<file path="config.mk">
export PLATFORM = sky130hd
export DESIGN_NAME = rf_wb_queue
export DESIGN_NICKNAME = d
export VERILOG_FILES = /design/src/rtl/rf_pkg.sv /design/src/rtl/rf_wb_fifo.sv /design/src/rtl/rf_wb_queue.sv
export SDC_FILE = /design/constraint.sdc
export NUM_CORES = 1
export LEC_CHECK = 0
export ABC_AREA = 0
export ABC_CLOCK_PERIOD_IN_PS = 2800
export BUFFER_PORTS_ARGS = -buffer_cell sky130_fd_sc_hd__buf_2
export CAP_MARGIN = 40
export CORE_MARGIN = 1.5
export CORE_UTILIZATION = 40
export CTS_CLUSTER_DIAMETER = 50
export DETAILED_ROUTE_END_ITERATION = 7
export HOLD_SLACK_MARGIN = 0.03
export REMOVE_ABC_BUFFERS = 1
export SLEW_MARGIN = 20
export SYNTH_ARGS = -nofsm -noshare
export SYNTH_HDL_FRONTEND = slang
export SYNTH_SLANG_ARGS = --single-unit
</file>
<file path="constraint.sdc">
create_clock -name clk -period 2.8 [get_ports clk]
set_clock_uncertainty 0.2 [all_clocks]
set_input_delay 0.28 -clock clk [delete_from_list [all_inputs] [get_ports clk]]
set_output_delay 0.28 -clock clk [all_outputs]
set_load 0.01 [all_outputs]
</file>
<file path="src/rtl/rf_pkg.sv">
// Shared register-file types and constants for the writeback path.
// rf_wr_t is one pending register write: destination address plus data.
package rf_pkg;

    localparam int RF_AW = 5;
    localparam int RF_DW = 32;
    localparam logic [RF_AW-1:0] RF_ZERO_ADDR = '0;

    typedef struct packed {
        logic [RF_AW-1:0] wa;
        logic [RF_DW-1:0] wd;
    } rf_wr_t;

endpackage

</file>
<file path="src/rtl/rf_wb_fifo.sv">
// Generic DEPTH-entry FIFO of register writes.
// Exposes per-entry valid bits and addresses so the parent can run hazard compares.
module rf_wb_fifo
    import rf_pkg::*;
#(
    parameter int DEPTH = 4,
    localparam int PW = $clog2(DEPTH),
    localparam int CW = PW + 1
) (
    input  logic                        clk,
    input  logic                        reset,
    input  logic                        push,
    input  rf_wr_t                      push_data,
    input  logic                        pop,
    output rf_wr_t                      head_data,
    output logic [CW-1:0]               count,
    output logic [DEPTH-1:0]            ent_valid,
    output logic [DEPTH-1:0][RF_AW-1:0] ent_wa
);

    localparam logic [PW-1:0] PTR_ONE  = PW'(1);
    localparam logic [CW-1:0] CNT_ONE  = CW'(1);
    localparam logic [CW-1:0] FULL_CNT = CW'(DEPTH);

    rf_wr_t             mem_q [DEPTH];
    rf_wr_t             mem_d [DEPTH];
    logic [DEPTH-1:0]   valid_q, valid_d;
    logic [PW-1:0]      head_q, head_d;
    logic [PW-1:0]      tail_q, tail_d;
    logic [CW-1:0]      count_q, count_d;
    logic               push_ok, pop_ok;

    // Guard here as well so a misbehaving parent can never corrupt the pointers.
    assign push_ok = push && (count_q != FULL_CNT);
    assign pop_ok  = pop && (count_q != '0);

    always_comb begin
        mem_d   = mem_q;
        valid_d = valid_q;
        head_d  = head_q;
        tail_d  = tail_q;
        count_d = count_q;
        if (pop_ok) begin
            valid_d[head_q] = 1'b0;
            head_d          = head_q + PTR_ONE;
        end
        if (push_ok) begin
            mem_d[tail_q]   = push_data;
            valid_d[tail_q] = 1'b1;
            tail_d          = tail_q + PTR_ONE;
        end
        case ({push_ok, pop_ok})
            2'b10:   count_d = count_q + CNT_ONE;
            2'b01:   count_d = count_q - CNT_ONE;
            default: count_d = count_q;
        endcase
    end

    always_ff @(posedge clk) begin
        if (reset) begin
            valid_q <= '0;
            head_q  <= '0;
            tail_q  <= '0;
            count_q <= '0;
        end else begin
            valid_q <= valid_d;
            head_q  <= head_d;
            tail_q  <= tail_d;
            count_q <= count_d;
        end
    end

    // Payload storage needs no reset; the valid bits gate every use of it.
    always_ff @(posedge clk) begin
        for (int i = 0; i < DEPTH; i++) begin
            mem_q[i] <= mem_d[i];
        end
    end

    always_comb begin
        for (int i = 0; i < DEPTH; i++) begin
            ent_wa[i] = mem_q[i].wa;
        end
    end

    assign head_data = mem_q[head_q];
    assign count     = count_q;
    assign ent_valid = valid_q;

endmodule

</file>
<file path="src/rtl/rf_wb_queue.sv">
// Writeback buffer in front of the register file write port: queues producer writes
// and drains them whenever the main pipeline writeback is idle.
module rf_wb_queue
    import rf_pkg::*;
#(
    parameter int DEPTH = 4,
    parameter int AW    = RF_AW,
    parameter int DW    = RF_DW
) (
    input  logic                     clk,
    input  logic                     reset,
    input  logic                     pipe_we,
    input  logic [AW-1:0]            pipe_wa,
    input  logic [DW-1:0]            pipe_wd,
    input  logic                     req_valid,
    output logic                     req_ready,
    input  logic [AW-1:0]            req_wa,
    input  logic [DW-1:0]            req_wd,
    input  logic [AW-1:0]            chk_a1,
    input  logic [AW-1:0]            chk_a2,
    output logic                     pend1,
    output logic                     pend2,
    output logic                     we3,
    output logic [AW-1:0]            wa3,
    output logic [DW-1:0]            wd3,
    output logic [$clog2(DEPTH):0]   count
);

    localparam int CW = $clog2(DEPTH) + 1;
    localparam logic [CW-1:0] FULL_CNT = CW'(DEPTH);

    rf_wr_t                      push_data;
    rf_wr_t                      head_data;
    logic                        push;
    logic                        pop;
    logic [CW-1:0]               fifo_count;
    logic [DEPTH-1:0]            ent_valid;
    logic [DEPTH-1:0][RF_AW-1:0] ent_wa;

    // Writes to register 0 still complete the handshake but are silently dropped.
    always_comb begin
        req_ready = !reset && (fifo_count != FULL_CNT);
        push      = req_valid && req_ready && (req_wa != RF_ZERO_ADDR);
        push_data = '{wa: req_wa, wd: req_wd};
        pop       = !reset && !pipe_we && (fifo_count != '0);
    end

    rf_wb_fifo #(
        .DEPTH(DEPTH)
    ) u_fifo (
        .clk      (clk),
        .reset    (reset),
        .push     (push),
        .push_data(push_data),
        .pop      (pop),
        .head_data(head_data),
        .count    (fifo_count),
        .ent_valid(ent_valid),
        .ent_wa   (ent_wa)
    );

    // Pipeline writeback always wins the port; the queue only fills idle slots.
    always_comb begin
        we3 = 1'b0;
        wa3 = '0;
        wd3 = '0;
        if (!reset) begin
            if (pipe_we) begin
                we3 = 1'b1;
                wa3 = pipe_wa;
                wd3 = pipe_wd;
            end else if (fifo_count != '0) begin
                we3 = 1'b1;
                wa3 = head_data.wa;
                wd3 = head_data.wd;
            end
        end
    end

    // The entry draining this cycle stays pending until its write has landed.
    always_comb begin
        pend1 = 1'b0;
        pend2 = 1'b0;
        for (int i = 0; i < DEPTH; i++) begin
            if (ent_valid[i] && (ent_wa[i] == chk_a1)) pend1 = 1'b1;
            if (ent_valid[i] && (ent_wa[i] == chk_a2)) pend2 = 1'b1;
        end
        if (chk_a1 == RF_ZERO_ADDR) pend1 = 1'b0;
        if (chk_a2 == RF_ZERO_ADDR) pend2 = 1'b0;
    end

    assign count = fifo_count;

endmodule

</file>
==> impl_metrics.ini <==
[grt]
track_usage = 0.181
grt_first_pass_wirelength_um = 23800
grt_max_degree = 38
first_global_vias = 4276
antenna_found_initial = 0
grt-ovfl-total = 0

[setup_path]
arrival_ns = 2.78
crit_type = in2reg
cp.required_ns = 2.94
cp_max_fo = 5
critPathLaunchType = primary input
endpoint_kind = flop

[power]
p_int_mw = 4.60
peakVddDrop_mv = 0.427
combinationalPowerShare = 0.116
sequentialPowerShare = 0.463
swShare = 0.215
p_total_mw = 5.86
pwr-share-clk = 0.421
p_per_area_mw_per_mm2 = 659
p_sw_mw = 1.26
power_leakage_nw = 3.26

[layout]
fin_area_sq_mm = 0.00889
nNetsFinal = 656
ff_latch_area_sq_mm = 0.00467
drive_gt1_frac = 0.399
diodes = 0
areaGrowthSynthToFinish_pct = 29.8
fill_cells = 1332
multi_input_area_sq_mm = 0.00205

[floorplanning]
core_sq_mm = 0.0166
die_area_sq_mm = 0.0179
row_count = 47
fp.dieH_um = 134
io_pins = 132
die_width_um = 134
initial_utilization = 0.412

[placement]
dpl_cell_area_sq_mm = 0.00787
place_congestion = 0.820
pre_cts_slack_ns = 0.322
hpwl_um = 10400
port_buffers = 131

[detailed_routing]
ant_nets = 0
drt_iter0_markers = 257
drtPass1Iterations = 4
via_per_inst = 5.09
avgRoutedWirePerCell_um = 19.2
postRouteWirelength_um = 15200
routed-via-count = 4024
drc = 0

[yosys]
synthArstFlopShare = 0
syn-cell-area_sq_mm = 0.00685
seq_area_frac_synth = 0.681
syn_inst = 380
synth-seq-cells = 159
synth-edff-count = 148
syn_avg_cell_area_sq_um = 18.0
synth_cell_types = 29
ys.warnings.count = 0
ys.flop_type = edfxtp_1

[clock_tree]
clk_pin_slew_ns = 0.06
cts_resized = 0
cts_hold_buf = 38
cts_max_path_buffers = 2
cts_tree = built
cts.sinks = 159
post_cts_buffers = 0
root_buffer = clkbuf_16
clock_latency_ns = 0.41
htree_levels = 4
cts_buffers = 17

[timing]
maxSlewViolCount = 0
postLayoutSetupSlackWorst_ns = 0.162
rsz0062_at_grt = false
worst_pin_slew_ns = 0.575
hold_viol_final = 0
post-route-min-period_ns = 2.64
fin_crit_sh = 0.942
fin_setup_tns_ns = 0
fmax_mhz = 379
slew_headroom = 0.616
hold_slack_ns = 0.0772
setup_viol_count_final = 0

[run_status]
status = completed

[job]
drv_cap = 0

[hold_path]
worst_hold_path_type = in2reg
cell families after synthesis:
logic type,count (synthesis),synth area share
adders and majority gates,10,0.0194
DFF,159,0.681
AOI/OAI and AO/OA,50,0.0626
buffers and inverters,33,0.0221
and+or+nand+nor,45,0.0343
xor gates and xnor gates,44,0.0562
muxes,39,0.125
power groups by stage:
stage	clock, mW	sequential (mW)	combinational, mW
after detailed placement	0	2.77	0.645
after floorplan	0	2.78	0.340
final	2.46	2.72	0.680
after CTS	2.52	2.72	0.689
after global placement	0	2.77	0.638
after global routing	2.61	2.72	0.741
metrics by stage:
stage          instances  utilization
2_1_floorplan        353            -
3_3_place_gp         721        0.473
3_5_place_dp         721        0.473
4_1_cts              791        0.534
5_1_grt              791        0.534
6_report             791        0.534
path summary, 6_finish.rpt:
kind	start	endpoint	slack, ns	cells past startpoint
setup reg to reg	u_fifo.count[0]	u_fifo.count[2]	0.38	9
hold / removal	pipe_we	u_fifo.head_q[1]	0.08	4
hold reg to reg	u_fifo.count[2]	u_fifo.count[2]	0.34	2
setup / recovery	req_wa[0]	u_fifo.count[2]	0.16	10
cell usage in the layout, fill, tap and decap left out, drive strengths merged, types with 5 or more instances in the layout:
cell type	n
dlygate4sd3	38
dfxtp	11
mux4	37
buf	148
inv	8
clkbuf	17
nand2	5
nor4	8
nand3	8
clkinv	8
xnor2	11
ha	9
bufinv	5
a22o	37
edfxtp	148
xor2	33
nor2	12
worst max-delay path: stages:
cell and delay, ns:
dlygate4sd3_1 0.55, buf_2 0.15, or4_1 0.57, o211a_1 0.25, inv_1 0.06, ha_1 0.18
fa_1 0.20, xnor2_1 0.09, or3_1 0.30, a21oi_1 0.15
state kept, by name, summed over array words and instances, names as in the netlist:
name	flops
u_fifo.mem_q	128
u_fifo.ent_wa	20
u_fifo.ent_valid	4
u_fifo.count	3
u_fifo.head_q	2
u_fifo.tail_q	2
layout make-up:
type / instances / share of cell area
sequential: 159 / 0.525
multi-input combinational: 188 / 0.230
tap: 220 / 0.0310
clock inverter: 15 / 0.0241
clock buffer: 17 / 0.0478
inverter: 6 / 0.00253
timing repair buffer: 186 / 0.139
per-layer routing:
layer / share of wire / wire length [um] / vias up / GRT usage
met3: 0.044 / 672 / 21 / 0.0397
met2: 0.50 / 7600 / 123 / 0.314
met5: 0 / 0 / - / 0
li1: - / - / 1882 / -
met1: 0.44 / 6720 / 1998 / 0.224
met4: 0.013 / 198 / 0 / 0.0610
synthesized netlist by cell type (3+ instances only):
master | number | area, sq um
nand2_1 | 5 | 18.8
mux4_2 | 37 | 833
a22oi_2 | 4 | 50.1
or4_1 | 3 | 22.5
clkbuf_1 | 15 | 56.3
nor4_1 | 8 | 50.1
nor2_1 | 12 | 45.0
edfxtp_1 | 148 | 4440
a21oi_1 | 4 | 20.0
xnor2_1 | 11 | 96.3
ha_1 | 9 | 113
and2_2 | 4 | 30.0
nand3_1 | 8 | 40.0
buf_2 | 7 | 35.0
a22o_1 | 37 | 324
xor2_1 | 33 | 289
dfxtp_1 | 11 | 220
inv_1 | 6 | 22.5
(Power assumes the default switching activity.)
